$ cat config.mk
export PLATFORM = sky130hd
export DESIGN_NAME = uart_tx_buf
export DESIGN_NICKNAME = d
export VERILOG_FILES = /design/src/rtl/uart_pkg.sv /design/src/rtl/uart_tx_fifo.sv /design/src/rtl/uart_tx_buf.sv
export SDC_FILE = /design/constraint.sdc
export NUM_CORES = 1
export LEC_CHECK = 0
export ABC_AREA = 1
export CAP_MARGIN = 20
export CORE_ASPECT_RATIO = 1.5
export CORE_MARGIN = 1
export CORE_UTILIZATION = 50
export DETAILED_ROUTE_END_ITERATION = 8
export GPL_TIMING_DRIVEN = 0
export PLACE_DENSITY = 0.67
export SETUP_SLACK_MARGIN = 0.5
export SLEW_MARGIN = 20
export SYNTH_ARGS = -nofsm -noshare
export SYNTH_HDL_FRONTEND = slang
export SYNTH_HIERARCHICAL = 1
export SYNTH_SLANG_ARGS = --single-unit
$ cat constraint.sdc
create_clock -name sys_clk -period 2.3 [get_ports sys_clk]
set_input_delay 0.46 -clock sys_clk [delete_from_list [all_inputs] [get_ports sys_clk]]
set_output_delay 0.46 -clock sys_clk [all_outputs]
set_load 0.02 [all_outputs]
$ cat src/rtl/uart_pkg.sv
// Shared definitions for the UART transmit and receive paths.
//   uart_state_e : bit-timing FSM states
//   DATA_BITS    : payload bits per frame (8N1)
//   bps_cnt()    : sys_clk cycles per bit, truncated
package uart_pkg;

  typedef enum logic [1:0] {
    IDLE  = 2'd0,
    START = 2'd1,
    DATA  = 2'd2,
    STOP  = 2'd3
  } uart_state_e;

  localparam int DATA_BITS = 8;

  function automatic int bps_cnt(input int clk_freq, input int bps);
    return clk_freq / bps;
  endfunction

endpackage

$ cat src/rtl/uart_tx_fifo.sv
// Synchronous FIFO with first-word fall-through read data.
// Pointers carry one extra wrap bit so full and empty are distinguishable
// without a separate counter; level is the pointer difference.
//   sys_clk, sys_rst_n : clock, async active-low reset
//   push, wdata        : write request (ignored while full)
//   pop, rdata         : read request (ignored while empty), head entry
//   full, empty, level : occupancy status
module uart_tx_fifo #(
  parameter int WIDTH = 8,
  parameter int DEPTH = 8
) (
  input  logic                     sys_clk,
  input  logic                     sys_rst_n,
  input  logic                     push,
  input  logic                     pop,
  input  logic [WIDTH-1:0]         wdata,
  output logic [WIDTH-1:0]         rdata,
  output logic                     full,
  output logic                     empty,
  output logic [$clog2(DEPTH):0]   level
);

  localparam int AW = $clog2(DEPTH);
  localparam logic [AW:0] PTR_ONE = (AW+1)'(1);

  if ((DEPTH < 2) || ((DEPTH & (DEPTH - 1)) != 0)) begin : g_depth_check
    $error("uart_tx_fifo: DEPTH must be a power of two and at least 2");
  end

  logic [AW:0]      wr_ptr_q, wr_ptr_d;
  logic [AW:0]      rd_ptr_q, rd_ptr_d;
  logic [WIDTH-1:0] mem_q [DEPTH];
  logic             push_ok;
  logic             pop_ok;

  assign empty = (wr_ptr_q == rd_ptr_q);
  assign full  = (wr_ptr_q[AW-1:0] == rd_ptr_q[AW-1:0]) && (wr_ptr_q[AW] != rd_ptr_q[AW]);
  assign level = wr_ptr_q - rd_ptr_q;
  assign rdata = mem_q[rd_ptr_q[AW-1:0]];

  // A full FIFO refuses a push even when a pop happens on the same edge.
  assign push_ok = push && !full;
  assign pop_ok  = pop && !empty;

  always_comb begin
    wr_ptr_d = wr_ptr_q;
    rd_ptr_d = rd_ptr_q;
    if (push_ok) wr_ptr_d = wr_ptr_q + PTR_ONE;
    if (pop_ok)  rd_ptr_d = rd_ptr_q + PTR_ONE;
  end

  always_ff @(posedge sys_clk or negedge sys_rst_n) begin
    if (!sys_rst_n) begin
      wr_ptr_q <= '0;
      rd_ptr_q <= '0;
    end else begin
      wr_ptr_q <= wr_ptr_d;
      rd_ptr_q <= rd_ptr_d;
    end
  end

  always_ff @(posedge sys_clk) begin
    if (push_ok) mem_q[wr_ptr_q[AW-1:0]] <= wdata;
  end

endmodule

$ cat src/rtl/uart_tx_buf.sv
// Buffered 8N1 UART transmitter, LSB first. Bytes enter a FIFO through a
// valid/ready handshake; the bit-timing FSM drains it onto uart_txd with
// back-to-back frames while data is queued.
//   sys_clk, sys_rst_n : clock, async active-low reset
//   tx_valid, tx_data  : byte offer; accepted when tx_ready is 1
//   tx_ready           : FIFO not full
//   uart_txd           : registered serial line, idles high
//   tx_busy            : FIFO non-empty or a frame in progress
//   fifo_level         : FIFO occupancy
//
// state | meaning
// IDLE  | line high, waiting for a queued byte
// START | start bit (low) for one bit period
// DATA  | eight payload bits, LSB first
// STOP  | stop bit (high); pops the next byte at its end if one is queued
module uart_tx_buf
  import uart_pkg::*;
#(
  parameter int CLK_FREQ   = 50000000,
  parameter int UART_BPS   = 115200,
  parameter int FIFO_DEPTH = 8
) (
  input  logic                          sys_clk,
  input  logic                          sys_rst_n,
  input  logic                          tx_valid,
  input  logic [DATA_BITS-1:0]          tx_data,
  output logic                          tx_ready,
  output logic                          uart_txd,
  output logic                          tx_busy,
  output logic [$clog2(FIFO_DEPTH):0]   fifo_level
);

  localparam int          BPS_CNT  = bps_cnt(CLK_FREQ, UART_BPS);
  localparam logic [15:0] BIT_LAST = 16'(BPS_CNT - 1);
  localparam logic [2:0]  IDX_LAST = 3'(DATA_BITS - 1);

  if ((BPS_CNT < 2) || (BPS_CNT > 65535)) begin : g_bps_check
    $error("uart_tx_buf: CLK_FREQ/UART_BPS must lie in 2..65535");
  end

  uart_state_e          state_q, state_d;
  logic [15:0]          clk_cnt_q, clk_cnt_d;
  logic [2:0]           bit_idx_q, bit_idx_d;
  logic [DATA_BITS-1:0] shift_q, shift_d;
  logic                 txd_q, txd_d;

  logic                 fifo_pop;
  logic                 fifo_full;
  logic                 fifo_empty;
  logic [DATA_BITS-1:0] fifo_rdata;
  logic                 bit_done;

  uart_tx_fifo #(
    .WIDTH (DATA_BITS),
    .DEPTH (FIFO_DEPTH)
  ) u_fifo (
    .sys_clk   (sys_clk),
    .sys_rst_n (sys_rst_n),
    .push      (tx_valid),
    .pop       (fifo_pop),
    .wdata     (tx_data),
    .rdata     (fifo_rdata),
    .full      (fifo_full),
    .empty     (fifo_empty),
    .level     (fifo_level)
  );

  assign bit_done = (clk_cnt_q == BIT_LAST);

  always_comb begin
    state_d   = state_q;
    bit_idx_d = bit_idx_q;
    shift_d   = shift_q;
    txd_d     = txd_q;
    fifo_pop  = 1'b0;
    // Every bit period restarts from zero; IDLE parks the counter at zero so
    // the first start bit is a full period.
    clk_cnt_d = ((state_q == IDLE) || bit_done) ? 16'd0 : clk_cnt_q + 16'd1;

    case (state_q)
      IDLE: begin
        if (!fifo_empty) begin
          fifo_pop = 1'b1;
          shift_d  = fifo_rdata;
          txd_d    = 1'b0;
          state_d  = START;
        end
      end
      START: begin
        if (bit_done) begin
          txd_d     = shift_q[0];
          shift_d   = shift_q >> 1;
          bit_idx_d = 3'd0;
          state_d   = DATA;
        end
      end
      DATA: begin
        if (bit_done) begin
          if (bit_idx_q != IDX_LAST) begin
            bit_idx_d = bit_idx_q + 3'd1;
            txd_d     = shift_q[0];
            shift_d   = shift_q >> 1;
          end else begin
            txd_d   = 1'b1;
            state_d = STOP;
          end
        end
      end
      STOP: begin
        if (bit_done) begin
          // Chain straight into the next start bit so frames have no gap.
          if (!fifo_empty) begin
            fifo_pop = 1'b1;
            shift_d  = fifo_rdata;
            txd_d    = 1'b0;
            state_d  = START;
          end else begin
            txd_d   = 1'b1;
            state_d = IDLE;
          end
        end
      end
      default: begin
        txd_d   = 1'b1;
        state_d = IDLE;
      end
    endcase
  end

  always_ff @(posedge sys_clk or negedge sys_rst_n) begin
    if (!sys_rst_n) begin
      state_q   <= IDLE;
      clk_cnt_q <= 16'd0;
      bit_idx_q <= 3'd0;
      shift_q   <= '0;
      txd_q     <= 1'b1;
    end else begin
      state_q   <= state_d;
      clk_cnt_q <= clk_cnt_d;
      bit_idx_q <= bit_idx_d;
      shift_q   <= shift_d;
      txd_q     <= txd_d;
    end
  end

  assign uart_txd = txd_q;
  assign tx_ready = !fifo_full;
  assign tx_busy  = !fifo_empty || (state_q != IDLE);

endmodule

* Yosys cells after proc, flatten, opt, wreduce, memory -nomap -nowiden
Memory sizes are Yosys's and may differ from the RTL's.
Cells that the tools add are included.
** Storage, ports and cells
- Flip-flop bits (word level) :: 38
- RAM bits :: 64
- Input port bits :: 11
- Output and inout bits :: 7
- Logic and storage cells :: 71
- Memories :: 1
** Cells by class
- Add/subtract/negate cells :: 5
- Equal/unequal tests :: 14
- Muxes and demuxes :: 30
- Reduce and logical (&&, ||, !) cells :: 14
** Memories
- u_fifo.mem_q :: words 8, width 8, read ports 1, clocked after memory_dff 0, write ports 1, RTL line uart_tx_fifo.sv:32 : logic [WIDTH-1:0] mem_q [DEPTH];
** Operators by type and width (count)
- $mux 8 :: 5
- $pmux 8 s4 :: 1
- $add 16x1->16 const B :: 1
- $eq 16x9->1 const B :: 1
- $mux 16 :: 1
- $ne 2x2->1 const B :: 6
- $reduce_and 4->1 :: 3
- $mux 1 :: 11
- $mux 2 :: 5
- $mux 3 :: 3
- $add 4x1->4 const B :: 2
- $pmux 2 s4 :: 1
- $pmux 3 s2 :: 1
- $reduce_and 5->1 :: 1
- $eq 2x2->1 const B :: 2
- $eq 4x4->1 :: 1
- $pmux 1 s4 :: 1
- $reduce_bool 2->1 :: 2
- $sub 4x4->4 :: 1
- $add 3x1->3 const B :: 1
- $eq 3x3->1 :: 1
- $logic_and 1x1->1 :: 3
- $ne 3x3->1 const B :: 1
- $eq 2x1->1 const B :: 1
- other kinds (5) :: 7

* Logic depth before layout (Yosys ltp)
- Word-level depth :: 6
- Depth in mapped cells :: 13
- Depth with buffers taken out :: 12

* Modules after synthesis
The synthesis kept the hierarchy.
** By module, submodules not included
- uart_tx_fifo :: instances 1, cells an instance 372, area each 3473.3 um2, seq. area each 2122.0 um2
- uart_tx_buf :: instances 1, cells an instance 227, area each 1766.7 um2, seq. area each 752.0 um2

* Worst setup path after synthesis
No wires, ideal clock.
- Kind :: reg-to-reg
- Start :: reg u_fifo.rd_ptr_q[1]
- End :: mem u_fifo.mem_q[2][0] (enable)
- Library setup time :: 370 ps
- Data arrival time :: 1683 ps
- Slack :: 246 ps
- Cell stages (with the launch flop) :: 9
- Buffers on the path :: 1
- Period minus slack after synthesis :: 2054 ps
- Cells stage by stage :: dfrtp_1 inv_2 buf_2 ha_1 nand2_1 nor2_4 nand2_4 nand3_2 nor2_1
** On the way
- Cells in the longest elaborated chain, start to end :: 6
** Ends and longest elaborated chain
- from (decl) :: RTL line uart_tx_fifo.sv:31 : logic [AW:0] rd_ptr_q, rd_ptr_d;
- from (signal assigned) :: RTL line uart_tx_fifo.sv:58 : rd_ptr_q <= rd_ptr_d;
- $eq 3x3->1 :: RTL line uart_tx_fifo.sv:37 : assign full = (wr_ptr_q[AW-1:0] == rd_ptr_q[AW-1:0]) && (wr_ptr_q[AW] != rd_ptr_q[AW]);
- $logic_and 1x1->1 :: RTL line uart_tx_fifo.sv:37
- $logic_not 1->1 :: RTL line uart_tx_fifo.sv:42 : assign push_ok = push && !full;
- $logic_and 1x1->1 :: RTL line uart_tx_fifo.sv:42
- $mux 1 :: RTL line uart_tx_fifo.sv:63 : if (push_ok) mem_q[wr_ptr_q[AW-1:0]] <= wdata;
- $mux 1 (implied by the code) :: RTL line uart_tx_fifo.sv:63
- to (decl) :: RTL line uart_tx_fifo.sv:32
Every way passes these cells.

* Worst setup path after layout
- Start :: reg u_fifo.rd_ptr_q[1]
- End :: out fifo_level[3]
** On the way
- Cells in the longest elaborated chain, start to end :: 1
** Ends and longest elaborated chain
- $sub 4x4->4 :: RTL line uart_tx_fifo.sv:38 : assign level = wr_ptr_q - rd_ptr_q;
- to (decl) :: RTL line uart_tx_buf.sv:30 : output logic [$clog2(FIFO_DEPTH):0] fifo_level
Every way passes these cells.

==> out/metrics.csv <==
stage;metric;value;unit
outcome;status;complete, no violations;
cells_and_area;multiInputGateArea;2050;um^2
placed_design;portBuffers;17;
timing;max_freq;456;MHz
global_route;grt-ovfl-total;0;
floorplanning;coreArea;10100;um^2
floorplanning;row_count;45;
route;wl_per_cell;15.5;um
synth;yosysTopAreaCell;edfxtp_1;
route;vias;4095;
floorplanning;io_pins;18;
synth;ys_ff_latch;102;
timing;rsz0062_at_grt;true;
timing;slew_headroom;64.1;%
floorplanning;fp.dieH;127;um
timing;fin_crit;2.19;ns
route;drc_errors;0;
critical_path;worstPathMaxFanout;2;
synth;synth.avg_cell_area;8.75;um^2
route;dr.pass1.iters;5;
route;viasPerCell;5.20;
power;ir_drop;0.635;mV
clock_network;clockBufferDepth;2;
clock_network;clock_latency;0.35;ns
floorplanning;dieArea;10900;um^2
placed_design;place_congestion;0.828;
floorplanning;start_util;51.7;%
synth;netlist_top_cells_count;206 x nand2_1, 97 x inv_1, 64 x edfxtp_1;
route;routed_wl;12200;um
cells_and_area;stdcell_count;787;
clock_network;cts_tree;done;
synth;synth_cell_types;37;
cells_and_area;antenna_cells;0;
synth;synth_edf_count;64;
run;drv_cap;0;
cells_and_area;drive_gt1_share;20.7;%
timing;hold_viol;0;
synth;synth_most_common_cell;nand2_1;
global_route;grt_max_degree;29;
floorplanning;die_w;85.6;um
placed_design;hpwl;7720;um
global_route;first_global_vias;4056;
timing;slew_viol_final;0;
power;p_sw_share;41.4;%
synth;synth_area;5240;um^2
route;drtIter0Drc;170;
cells_and_area;syn_to_final_growth;24.9;%
cells_and_area;fillers;799;
clock_network;clock-sinks;102;
synth;seq_area_frac_synth;54.8;%
synth;ys_warn_count;6;
synth;syn_nets;625;
power;p_seq_share;29.1;%
cells_and_area;seqCellArea;2880;um^2
global_route;antenna_found_initial;0;
timing;worst_slew_pin_slew;0.537;ns
power;p_int;5.17;mW
clock_network;clockRootBuffer;clkbuf_16;
synth;async_flop_share;37.3;%
power;p_comb_share;53.2;%
global_route;grt_pass1_wl;19300;um
power;p_switching;3.65;mW
synth;synth_cells;599;
critical_path;end_kind;primary output;
critical_path;required;1.84;ns
power;clock_power_share;17.7;%
timing;period_share;95.4;%
cells_and_area;fin_util;64.6;%
power;leakage;3.15;nW
timing;finalSetupViolCount;0;
synth;synth_flop_cell;edfxtp_1;
clock_network;clk_pin_slew;0.07;ns
timing;clock_skew;0.00567;ns
placed_design;placedCellCount;734;
critical_path;start_kind;flip-flop;
clock_network;cts_max_level;3;
cells_and_area;fin_nets;691;
global_route;gr-usage-all-layers;23.5;%
synth;synth.area.top_cells;edfxtp_1 37%, dfrtp_1 18%, nand2_1 15%;
min_path;hold_path_class;flip-flop to flip-flop;
critical_path;crit_arrival;1.73;ns
power;p_per_area;1350;nW/um^2
clock_network;cts_buffers;9;
route;ant_nets;0;
critical_path;crit_type;flip-flop to primary output;
synth;synth_top_area_share;36.7;%
-- final timing paths --
| path | start | to | slack, ns | cells past startpoint |
|---|---|---|---|---|
| worst max-delay path | u_fifo/rd_ptr_q[1]$_DFFE_PN0P_ | fifo_level[3] | 0.11 | 8 |
| worst min-delay path | uart_txd$_DFFE_PN1P_ | uart_txd$_DFFE_PN1P_ | 0.47 | 2 |
| worst max register to register | u_fifo/rd_ptr_q[1]$_DFFE_PN0P_ | u_fifo/rd_ptr_q[1]$_DFFE_PN0P_ | 0.36 | 14 |
| worst min register to register | uart_txd$_DFFE_PN1P_ | uart_txd$_DFFE_PN1P_ | 0.47 | 2 |
| max in group asynchronous | sys_rst_n | u_fifo/wr_ptr_q[0]$_DFFE_PN0P_ | 1.31 | 3 |
| min in group asynchronous | sys_rst_n | shift_q[0]$_DFFE_PN0P_ | 0.54 | 2 |
-- power by group through the flow --
stage / sequential, mW / combinational (mW) / clock [mW]
after floorplan: 2.54 / 2.76 / 0
after global placement: 2.59 / 3.64 / 0
after detailed placement: 2.60 / 3.73 / 0
after CTS: 2.55 / 4.41 / 1.58
after global routing: 2.59 / 5.12 / 1.66
final: 2.56 / 4.69 / 1.57
-- layout make-up --
class / count / area share [%]
Sequential cell: 102 / 44.0
Multi-Input combinational cell: 379 / 31.4
Timing Repair Buffer: 54 / 9.10
Inverter: 102 / 6.19
Clock buffer: 10 / 3.50
Buffer: 17 / 2.45
Tap cell: 117 / 2.24
Clock inverter: 6 / 1.17
-- worst max-delay path: stages, from the launching register on --
cell and delay (ns):
dfrtp_2 0.40, inv_6 0.04, buf_8 0.11, ha_4 0.26, nand2_4 0.05, or2_4 0.23, nand3_1 0.09, nand2_2 0.07
buf_6 0.13
-- per-stage QoR --
step	setup slack (ns)	area (um^2)	power, mW	TNS [ns]	hold WS [ns]
after floorplan	0.470	5340	5.31	0	0.164
after global placement	-0.374	5660	6.23	-9.07	0.458
after detailed placement	-0.235	5670	6.33	-0.599	0.357
after CTS	0.114	6430	8.54	0	0.477
after global routing	0.0404	6550	9.38	0	0.493
final	0.106	6550	8.82	0	0.471
-- state kept, by name (all words and copies together) (netlist names) --
register and count:
bit_idx_q 3, shift_q 8, clk_cnt_q 16, state_q 2
u_fifo/rd_ptr_q 4, u_fifo/wr_ptr_q 4, uart_txd 1, u_fifo/mem_q 64
-- cell families (layout without fill, tap and decap cells) --
group	Yosys count	after routing	share of synthesized area [%]
AND/OR/NAND/NOR	337	338	28.1
flip-flops	102	102	54.8
XOR/XNOR	6	6	1.00
adder cells (fa/ha/maj)	15	15	3.72
AO/OA/AOI/OAI	20	20	2.39
buffers and inverters	119	189	9.96
-- placed cells by master (no fill, tap or decap), types with 3 or more instances in the layout --
| cell | Yosys | layout |
|---|---|---|
| nand4_1 | 12 | 12 |
| nor2_1 | 35 | 27 |
| clkinv_4 | 0 | 4 |
| nor3b_1 | 3 | 3 |
| buf_4 | 8 | 29 |
| buf_2 | 4 | 3 |
| dfrtp_2 | 0 | 4 |
| nor2_4 | 2 | 10 |
| xor2_1 | 4 | 4 |
| clkbuf_16 | 0 | 9 |
| o21ai_1 | 3 | 3 |
| nor3_1 | 5 | 5 |
| inv_6 | 0 | 4 |
| dfrtp_1 | 37 | 33 |
| buf_6 | 5 | 15 |
| clkdlybuf4s50_1 | 0 | 9 |
| buf_12 | 0 | 10 |
| nand2_1 | 206 | 195 |
| ha_4 | 0 | 3 |
| a21oi_1 | 7 | 6 |
| inv_2 | 3 | 7 |
| buf_8 | 0 | 3 |
| nand2_4 | 3 | 7 |
| edfxtp_1 | 64 | 64 |
| nand2_2 | 6 | 13 |
| inv_1 | 97 | 90 |
| nand3_1 | 57 | 57 |
| ha_1 | 14 | 11 |
-- metal layers --
| layer | routed length (um) | share of wire, % | GRT usage [%] | up-vias |
|---|---|---|---|---|
| li1 | - | - | - | 2022 |
| met1 | 4660 | 38 | 26.2 | 1955 |
| met2 | 6710 | 55 | 43.1 | 94 |
| met3 | 532 | 4.4 | 4.01 | 24 |
| met4 | 290 | 2.4 | 10.7 | 0 |
| met5 | 0 | 0 | 0 | - |
-- what timing repair did --
| item | in CTS | in global routing |
|---|---|---|
| resized for setup | 70 | 16 |
| pin swaps | 16 | 15 |
| buffers inserted | 26 | 9 |
| setup endpoints to repair | 86 | 85 |
| cloned | 1 | 0 |
| hold buffers | 1 | 0 |
| endpoints found under the hold margin | 9 | 0 |
Note: power is estimated with default switching activity, not from simulation.
